`config.mk`:
```
export PLATFORM = sky130hd
export DESIGN_NAME = ld_poll_sched
export DESIGN_NICKNAME = d
export VERILOG_FILES = /design/src/rtl/ld_poll_sched.sv
export SDC_FILE = /design/constraint.sdc
export NUM_CORES = 1
export LEC_CHECK = 0
export ABC_AREA = 1
export CAP_MARGIN = 20
export CORE_UTILIZATION = 50
export CTS_BUF_LIST = sky130_fd_sc_hd__clkbuf_8
export DETAILED_ROUTE_END_ITERATION = 7
export PLACE_DENSITY = 0.75
export SLEW_MARGIN = 20
export SYNTH_ARGS = -nofsm -noshare
export SYNTH_HDL_FRONTEND = slang
export SYNTH_SLANG_ARGS = --single-unit
```
`constraint.sdc`:
```
create_clock -name i_sys_clk -period 3.15 [get_ports i_sys_clk]
set_input_delay 0.945 -clock i_sys_clk [delete_from_list [all_inputs] [get_ports i_sys_clk]]
set_output_delay 0.945 -clock i_sys_clk [all_outputs]
set_load 0.01 [all_outputs]
```
`src/rtl/ld_poll_sched.sv`:
```
// ld_poll_sched: alternates measurement requests between two radars, times out silent replies,
// holds the last good distance per channel and derives near-target alarms, faults and the display word.
module ld_poll_sched #(
  parameter int unsigned TIMEOUT_CYC = 2_500_000,
  parameter int unsigned GAP_CYC     = 500_000,
  parameter int unsigned MAX_MISS    = 3,
  parameter logic [19:0] NEAR_TH     = 20'd35
) (
  input  logic        i_sys_clk,
  input  logic        i_sys_rst_n,
  input  logic        i_en,
  input  logic        i_sel,
  input  logic [1:0]  i_vld,
  input  logic [19:0] i_dist1,
  input  logic [19:0] i_dist2,
  output logic [1:0]  o_trig,
  output logic        o_cur,
  output logic        o_busy,
  output logic [19:0] o_dist1,
  output logic [19:0] o_dist2,
  output logic [1:0]  o_alarm,
  output logic [1:0]  o_fault,
  output logic [23:0] o_show_data
);
  typedef enum logic [1:0] {IDLE, TRIG, WAIT, GAP} state_t;
  localparam logic [31:0] TO_LAST  = 32'(TIMEOUT_CYC - 1);
  localparam logic [31:0] GAP_LAST = 32'(GAP_CYC - 1);
  localparam logic [3:0]  MISS_TH  = 4'(MAX_MISS);
  state_t           state_q, state_d;
  logic             cur_q, cur_d;
  logic [31:0]      cnt_q, cnt_d;
  logic [1:0][3:0]  miss_q, miss_d;
  logic [19:0]      dist1_q, dist1_d, dist2_q, dist2_d;
  logic [1:0]       fault_q, fault_d, alarm_q, alarm_d;
  logic [23:0]      show_q, show_d;
  logic             reply, timeout;
  logic [3:0]       miss_inc;
  always_comb begin
    reply    = (state_q == WAIT) && i_vld[cur_q];
    timeout  = (state_q == WAIT) && (cnt_q == TO_LAST);
    miss_inc = (miss_q[cur_q] == 4'hf) ? 4'hf : miss_q[cur_q] + 4'd1;
    state_d  = state_q;
    cur_d    = cur_q;
    cnt_d    = cnt_q + 32'd1;
    miss_d   = miss_q;
    fault_d  = fault_q;
    dist1_d  = dist1_q;
    dist2_d  = dist2_q;
    case (state_q)
      IDLE: begin
        cnt_d   = '0;
        state_d = i_en ? TRIG : IDLE;
      end
      TRIG: begin
        cnt_d   = '0;
        state_d = WAIT;
      end
      WAIT: if (reply || timeout) begin
        cnt_d   = '0;
        state_d = GAP;
      end
      GAP: if (cnt_q == GAP_LAST) begin
        cnt_d   = '0;
        cur_d   = !cur_q;
        state_d = i_en ? TRIG : IDLE;
      end
    endcase
    // a reply in the timeout cycle still counts as a good reply
    if (reply) begin
      miss_d[cur_q]  = '0;
      fault_d[cur_q] = 1'b0;
      dist1_d        = cur_q ? dist1_q : i_dist1;
      dist2_d        = cur_q ? i_dist2 : dist2_q;
    end else if (timeout) begin
      miss_d[cur_q]  = miss_inc;
      fault_d[cur_q] = fault_q[cur_q] | (miss_inc >= MISS_TH);
    end
    alarm_d[0] = (dist1_d <= NEAR_TH) && (dist1_d != '0) && !fault_d[0];
    alarm_d[1] = (dist2_d <= NEAR_TH) && (dist2_d != '0) && !fault_d[1];
    show_d     = {4'd0, i_sel ? dist2_q : dist1_q};
  end
  always_ff @(posedge i_sys_clk or negedge i_sys_rst_n) begin
    if (!i_sys_rst_n) begin
      state_q <= IDLE;
      cur_q   <= 1'b0;
      cnt_q   <= '0;
      miss_q  <= '0;
      dist1_q <= '0;
      dist2_q <= '0;
      fault_q <= '0;
      alarm_q <= '0;
      show_q  <= '0;
    end else begin
      state_q <= state_d;
      cur_q   <= cur_d;
      cnt_q   <= cnt_d;
      miss_q  <= miss_d;
      dist1_q <= dist1_d;
      dist2_q <= dist2_d;
      fault_q <= fault_d;
      alarm_q <= alarm_d;
      show_q  <= show_d;
    end
  end
  assign o_trig      = (state_q == TRIG) ? (cur_q ? 2'b10 : 2'b01) : 2'b00;
  assign o_cur       = cur_q;
  assign o_busy      = state_q != IDLE;
  assign o_dist1     = dist1_q;
  assign o_dist2     = dist2_q;
  assign o_alarm     = alarm_q;
  assign o_fault     = fault_q;
  assign o_show_data = show_q;
endmodule

```
==> results.py, run 1 <==
metrics = {
    "clocking": {
        "cts_hold_buf": 0,
        "cts_sinks": 107,
        "cts_tree": "built",
        "clkTransAtPathRegs_ps": 100,
        "cts_root_buf": "clkbuf_8",
        "cts-resized-gates": 0,
        "cts_max_level": 3,
        "worstSkewPairLatency_ps": 380,
        "numCtsBuffers": 9,
        "cts_setup_buffers": 0,
        "cts_max_path_buffers": 2,
    },
    "die": {
        "fp-row-count": 38,
        "core_sq_mm": 0.0109,
        "die-area_sq_mm": 0.0118,
        "dieWidth_um": 108,
        "die_h_um": 108,
        "io_pins": 118,
        "start_util": 0.518,
    },
    "worst_hold_path": {
        "hold_path_class": "register to register",
    },
    "drt": {
        "first_pass_iters": 4,
        "wl_um": 14500,
        "viasPerCell": 4.95,
        "drt_iter0_drc": 351,
        "wl_per_cell_um": 14.5,
        "drcViolationCount": 0,
        "ant_nets": 0,
        "vias": 4945,
    },
    "sta": {
        "setup_viol": 0,
        "grt_setup_unrepaired": "false",
        "whs_ps": 494,
        "slew_violations": 0,
        "fmax_mhz": 372,
        "min_period_ps": 2690,
        "setup_ws_ps": 459,
        "finalCritPeriodShare": 0.854,
        "hold_viol": 0,
        "fin_tns_setup_ps": 0,
        "skew_ps": 5.85,
    },
    "grt": {
        "grt_pass1_vias": 4763,
        "grt_pass1_wl_um": 23200,
        "busiest_layer": "met2",
        "grt_antenna_before_repair": 0,
        "overflow": 0,
        "met1_usage": 0.334,
        "grt_use_total": 0.260,
        "grt.met3_usage": 0.0542,
        "use_met2": 0.439,
        "grt_max_degree": 75,
    },
    "synthesis": {
        "ys_top_cells_by_area": "dfrtp_1 (47%), nand2_1 (14%), inv_1 (8.1%)",
        "ys_ff_latch": 107,
        "synthCells": 745,
        "synth_xor_area_frac": 0.0417,
        "synth_top_family_by_area": "simple AND/OR/NAND/NOR gates",
        "synthAdderAreaFrac": 0.0133,
        "synth-simple-area-share": 0.287,
        "synth_top_area_share": 0.473,
        "avgSynthCellArea_sq_um": 7.60,
        "synth_area_leader_cell": "dfrtp_1",
        "ys.warnings.count": 0,
        "synth.area.mux_share": 0.00398,
        "synth.cell_area_sq_mm": 0.00567,
        "synth_compound_area_frac": 0.0658,
        "ys_seq_area_frac": 0.473,
        "yosysUniqueCellTypes": 33,
    },
    "final_layout": {
        "n_fill_cell": 983,
        "nNetsFinal": 907,
        "layout-drive-gt1-share": 0.0616,
        "areaGrowthSynthToFinish_pct": 24.9,
        "antennaDiodeCount": 0,
    },
    "placement": {
        "hpwl_um": 11200,
        "place_ws_ps": 322,
        "io_buffers": 113,
        "gp_congestion": 0.952,
    },
    "setup_path": {
        "cp_max_fo": 4,
        "crit_type": "register to output pin",
        "required_ps": 2200,
        "cp_data_arrival_time_ps": 1750,
        "start_kind": "register",
        "endpoint_kind": "output pin",
    },
    "job": {
        "drv_cap": 0,
    },
    "outcome": {
        "outcome": "completed",
    },
    "power": {
        "peakVddDrop_uv": 593,
        "p_per_area_mw_per_mm2": 558,
        "p_leak_nw": 3.22,
    },
}
-- stage by stage --
stage | instance area (sq um) | util | cells | power, W
4_1_cts | 7080 | 0.647 | 1000 | 0.00398
3_5_place_dp | 6850 | 0.627 | 984 | 0.00303
5_1_grt | 7080 | 0.647 | 1000 | 0.00420
2_1_floorplan | 5680 | - | 748 | 0.00247
3_3_place_gp | 6850 | 0.627 | 984 | 0.00299
6_report | 7080 | 0.647 | 1000 | 0.00395
-- flip-flops by register name, summed over array words and instances (netlist names) --
name	flops
cnt_q	32
o_dist1	20
o_dist2	20
o_show_data	20
miss_q	8
o_alarm	2
o_fault	2
state_q	2
o_cur	1
-- placed cells by master (no fill, tap or decap) --
cell / netlist / layout
a21oi_1: 3 / 3
buf_12: 0 / 1
buf_4: 5 / 5
bufinv_16: 0 / 2
clkbuf_8: 0 / 10
clkdlybuf4s50_1: 0 / 112
clkinv_2: 0 / 2
clkinvlp_4: 0 / 1
conb_1: 1 / 4
dfrtp_1: 107 / 107
ha_1: 6 / 6
inv_1: 123 / 123
inv_2: 1 / 1
inv_6: 1 / 2
mux2_2: 2 / 2
nand2_1: 210 / 210
nand2_2: 2 / 2
nand2_4: 1 / 1
nand3_1: 19 / 19
nand3_2: 1 / 1
nand3_4: 2 / 2
nand3b_1: 2 / 2
nand4_1: 15 / 15
nand4_2: 1 / 1
nor2_1: 106 / 106
nor2_2: 14 / 14
nor2_4: 1 / 1
nor3_1: 9 / 9
nor3_2: 1 / 1
o21ai_0: 32 / 32
o21ai_1: 31 / 31
o21ai_2: 4 / 4
o21bai_1: 1 / 1
xnor2_1: 8 / 8
xor2_1: 19 / 19
-- critical path, stage by stage, from the launching register on --
cell and delay, ps:
dfrtp_1 430, inv_1 90, ha_1 170, inv_1 40
nor2_1 90, clkdlybuf4s50_1 550
-- worst paths after layout --
kind	from	endpoint	slack (ps)	cells after the start
worst max-delay path	state_q[1]$_DFFE_PN0P_	o_trig[0]	460	5
worst max register to register	state_q[0]$_DFFE_PN0P_	o_alarm[1]$_DFF_PN0_	750	10
max in group asynchronous	i_sys_rst_n	miss_q[1]$_DFFE_PN0P_	1890	2
worst min register to register	miss_q[3]$_DFFE_PN0P_	miss_q[3]$_DFFE_PN0P_	490	2
min in group asynchronous	i_sys_rst_n	o_show_data[16]$_DFF_PN0_	510	1
worst min-delay path	miss_q[3]$_DFFE_PN0P_	miss_q[3]$_DFFE_PN0P_	490	2
-- Yosys cell counts (all sizes together) --
| cell | instances |
|---|---|
| nand4 | 16 |
| a21oi | 3 |
| buf | 18 |
| xor2 | 19 |
| nor3 | 10 |
| nor2 | 121 |
| ha | 6 |
| conb | 1 |
| nand3b | 2 |
| inv | 125 |
| o21ai | 67 |
| xnor2 | 8 |
| nand3 | 22 |
| o21bai | 1 |
| mux2 | 2 |
| clkbuf | 4 |
| dfrtp | 107 |
| nand2 | 213 |
-- where the power goes --
group | leakage [nW] | total, W | internal (W) | switching, W
registers | 1.28 | 0.00166 | 0.00156 | 0.000108
clock network | 0.113 | 0.000953 | 0.000470 | 0.000483
logic | 1.83 | 0.00133 | 0.000573 | 0.000759
-- cell families (layout without fill, tap and decap cells) --
family                   after synthesis  count (layout)
AO/OA/AOI/OAI                         71              71
XOR/XNOR                              27              27
AND/OR/NAND/NOR                      384             384
multiplexers                           2               2
flip-flops                           107             107
buffers and inverters                147             259
other                                  1               4
adder cells (fa/ha/maj)                6               6
-- cell type report --
type,count,area (sq um),area share
Clock inverter,6,86.3,0.0122
Tap cell,140,175,0.0248
Timing Repair Buffer,118,1180,0.167
Clock buffer,10,138,0.0194
Multi-Input combinational cell,494,2350,0.332
Inverter,125,474,0.0670
Sequential cell,107,2680,0.378
-- per-layer routing --
layer  share of wire  wire length, um
met1            0.44             6380
met2            0.48             6950
met3           0.061              883
met4           0.019              280
met5               0                0
Note: power is estimated with default switching activity, not from simulation.
==> run 2, diff against run 1 <==
--- a/config.mk
+++ b/config.mk
@@ -7,10 +7,12 @@
 export LEC_CHECK = 0
 export ABC_AREA = 1
 export CAP_MARGIN = 20
-export CORE_UTILIZATION = 50
+export CORE_ASPECT_RATIO = 0.8
+export CORE_MARGIN = 2
+export CORE_UTILIZATION = 35
 export CTS_BUF_LIST = sky130_fd_sc_hd__clkbuf_8
 export DETAILED_ROUTE_END_ITERATION = 7
-export PLACE_DENSITY = 0.75
+export PLACE_DENSITY = 0.55
 export SLEW_MARGIN = 20
 export SYNTH_ARGS = -nofsm -noshare
 export SYNTH_HDL_FRONTEND = slang
==> run 2 against run 1 <==
  * Critical path depth increased by 4
  * Sequential power about the same
  * Global-route usage decreased by 7.2 points
  * Setup slack got worse by 26 ps
  * Largest power group unchanged
  * Clock power decreased by 15%
  * Final area increased by 0.87%
  * Via count decreased by 1.9%
  * Critical path type is now input pin to register
==> results.py, run 2 (synthesis gave the netlist of run 1 again) <==
metrics = {
    "outcome": {
        "outcome": "completed",
    },
    "sta": {
        "grt_setup_unrepaired": "false",
        "fin_tns_setup_ps": 0,
        "setup_viol": 0,
        "slew_violations": 0,
        "min_period_ps": 2720,
        "fmax_mhz": 368,
        "finalCritPeriodShare": 0.862,
        "hold_viol": 0,
        "skew_ps": 10.2,
    },
    "clocking": {
        "worstSkewPairLatency_ps": 390,
        "cts_sinks": 107,
        "cts_root_buf": "clkbuf_8",
        "numCtsBuffers": 9,
        "cts_setup_buffers": 0,
        "clkTransAtPathRegs_ps": 110,
        "cts_max_path_buffers": 2,
        "cts-resized-gates": 0,
        "cts_hold_buf": 0,
        "cts_max_level": 3,
        "cts_tree": "built",
    },
    "final_layout": {
        "largest_reg_flops": 32,
        "layout-drive-gt1-share": 0.0616,
        "mostFrequentLayoutCell": "nand2_1",
        "nNetsFinal": 908,
        "largest-register": "cnt_q",
        "areaGrowthSynthToFinish_pct": 26.0,
        "antennaDiodeCount": 0,
        "final_util": 0.452,
        "layout_common_cells": "nand2_1 (210), inv_1 (124), clkdlybuf4s50_1 (112)",
    },
    "die": {
        "dieWidth_um": 146,
        "start_util": 0.359,
        "io_pins": 118,
        "core_sq_mm": 0.0158,
        "fp-row-count": 41,
        "die-area_sq_mm": 0.0172,
        "die_h_um": 118,
    },
    "power": {
        "peakVddDrop_uv": 376,
        "p_per_area_mw_per_mm2": 537,
        "p_leak_nw": 3.21,
    },
    "grt": {
        "grt_antenna_before_repair": 0,
        "grt_pass1_vias": 4755,
        "grt_pass1_wl_um": 25600,
        "grt_use_total": 0.189,
        "overflow": 0,
        "grt_max_degree": 72,
    },
    "setup_path": {
        "cp_max_fo": 40,
        "timing.rr.start": "state_q[0]$_DFFE_PN0P_",
        "required_ps": 3470,
        "endpoint_kind": "register",
        "r2r_end": "o_alarm[1]$_DFF_PN0_",
        "start_kind": "input pin",
        "crit_start": "i_vld[1]",
        "cp_data_arrival_time_ps": 3040,
        "r2r_slack_ps": 500,
        "crit_type": "input pin to register",
        "reg2reg_depth": 10,
    },
    "drt": {
        "wl_um": 15600,
        "ant_nets": 0,
        "viasPerCell": 4.51,
        "drcViolationCount": 0,
        "drt_iter0_drc": 365,
        "first_pass_iters": 6,
        "wl_per_cell_um": 14.5,
        "vias": 4851,
    },
    "placement": {
        "hpwl_um": 12200,
        "io_buffers": 113,
        "gp_congestion": 0.903,
    },
    "job": {
        "drv_cap": 0,
    },
    "worst_hold_path": {
        "hold_path_class": "input pin to async pin",
    },
}
==> run 2: changes by cell type in the layout (fill, tap and decap cells not counted), sizes merged <==
cell | previous run | this run
clkbuf | 10 | 9
buf | 6 | 7
bufinv | 2 | 0
inv | 126 | 129
==> run 2: report_power, final <==
group / switching [W] / leakage [nW] / internal (W) / total [W]
clock: 0.000512 / 0.0951 / 0.000302 / 0.000813
sequential: 0.000122 / 1.28 / 0.00156 / 0.00168
combinational: 0.000768 / 1.83 / 0.000574 / 0.00134
==> run 2: worst max path at each step <==
| stage | end | cells past startpoint |
|---|---|---|
| 3_3_place_gp | o_alarm[1]$_DFF_PN0_ | 9 |
| 3_5_place_dp | o_alarm[1]$_DFF_PN0_ | 9 |
| 6_report | o_alarm[1]$_DFF_PN0_ | 9 |
| 5_1_grt | o_trig[0] | 5 |
| 2_1_floorplan | o_alarm[1]$_DFF_PN0_ | 11 |
| 4_1_cts | o_trig[0] | 5 |
==> run 2: through the flow <==
stage,hold slack [ps],std cells,power [W],setup slack [ps],cell area [sq um]
after global routing,526,1076,0.00410,301,7140
after floorplan,453,748,0.00247,1310,5680
final,500,1076,0.00383,433,7140
after global placement,471,1060,0.00304,89.3,6950
after CTS,505,1076,0.00389,432,7140
after detailed placement,478,1060,0.00306,42.6,6950
==> run 2: layout make-up <==
class	count	area, sq um
clock buffers	9	124
clock inverters	7	60.1
fillers	1609	8660
inverters	125	474
multi-input cells	494	2350
flip-flops and latches	107	2680
well taps	215	269
repair buffers	119	1190
==> run 2: critical path, cell delays in order <==
cell and delay [ps]:
clkdlybuf4s50_1 590, nand3_4 380, o21ai_1 340, nand2_1 90, nor2_1 140, nand2_1 70, nor2_1 250, nand2_1 90
nor2_1 110
==> run 2: routing by layer <==
| metal | part of all wire | global-route usage | vias to the layer above |
|---|---|---|---|
| met3 | 0.045 | 0.0368 | 12 |
| met4 | 0.0095 | 0.0394 | 0 |
| met5 | 0 | 0 | - |
| li1 | - | - | 2474 |
| met2 | 0.43 | 0.280 | 105 |
| met1 | 0.52 | 0.286 | 2260 |
==> run 3, diff against run 2 <==
--- a/config.mk
+++ b/config.mk
@@ -13,6 +13,7 @@
 export CTS_BUF_LIST = sky130_fd_sc_hd__clkbuf_8
 export DETAILED_ROUTE_END_ITERATION = 7
 export PLACE_DENSITY = 0.55
+export SKIP_LAST_GASP = 1
 export SLEW_MARGIN = 20
 export SYNTH_ARGS = -nofsm -noshare
 export SYNTH_HDL_FRONTEND = slang
==> results of run 3 <==
The final DEF is identical to that of run 2; final timing and power are the same.
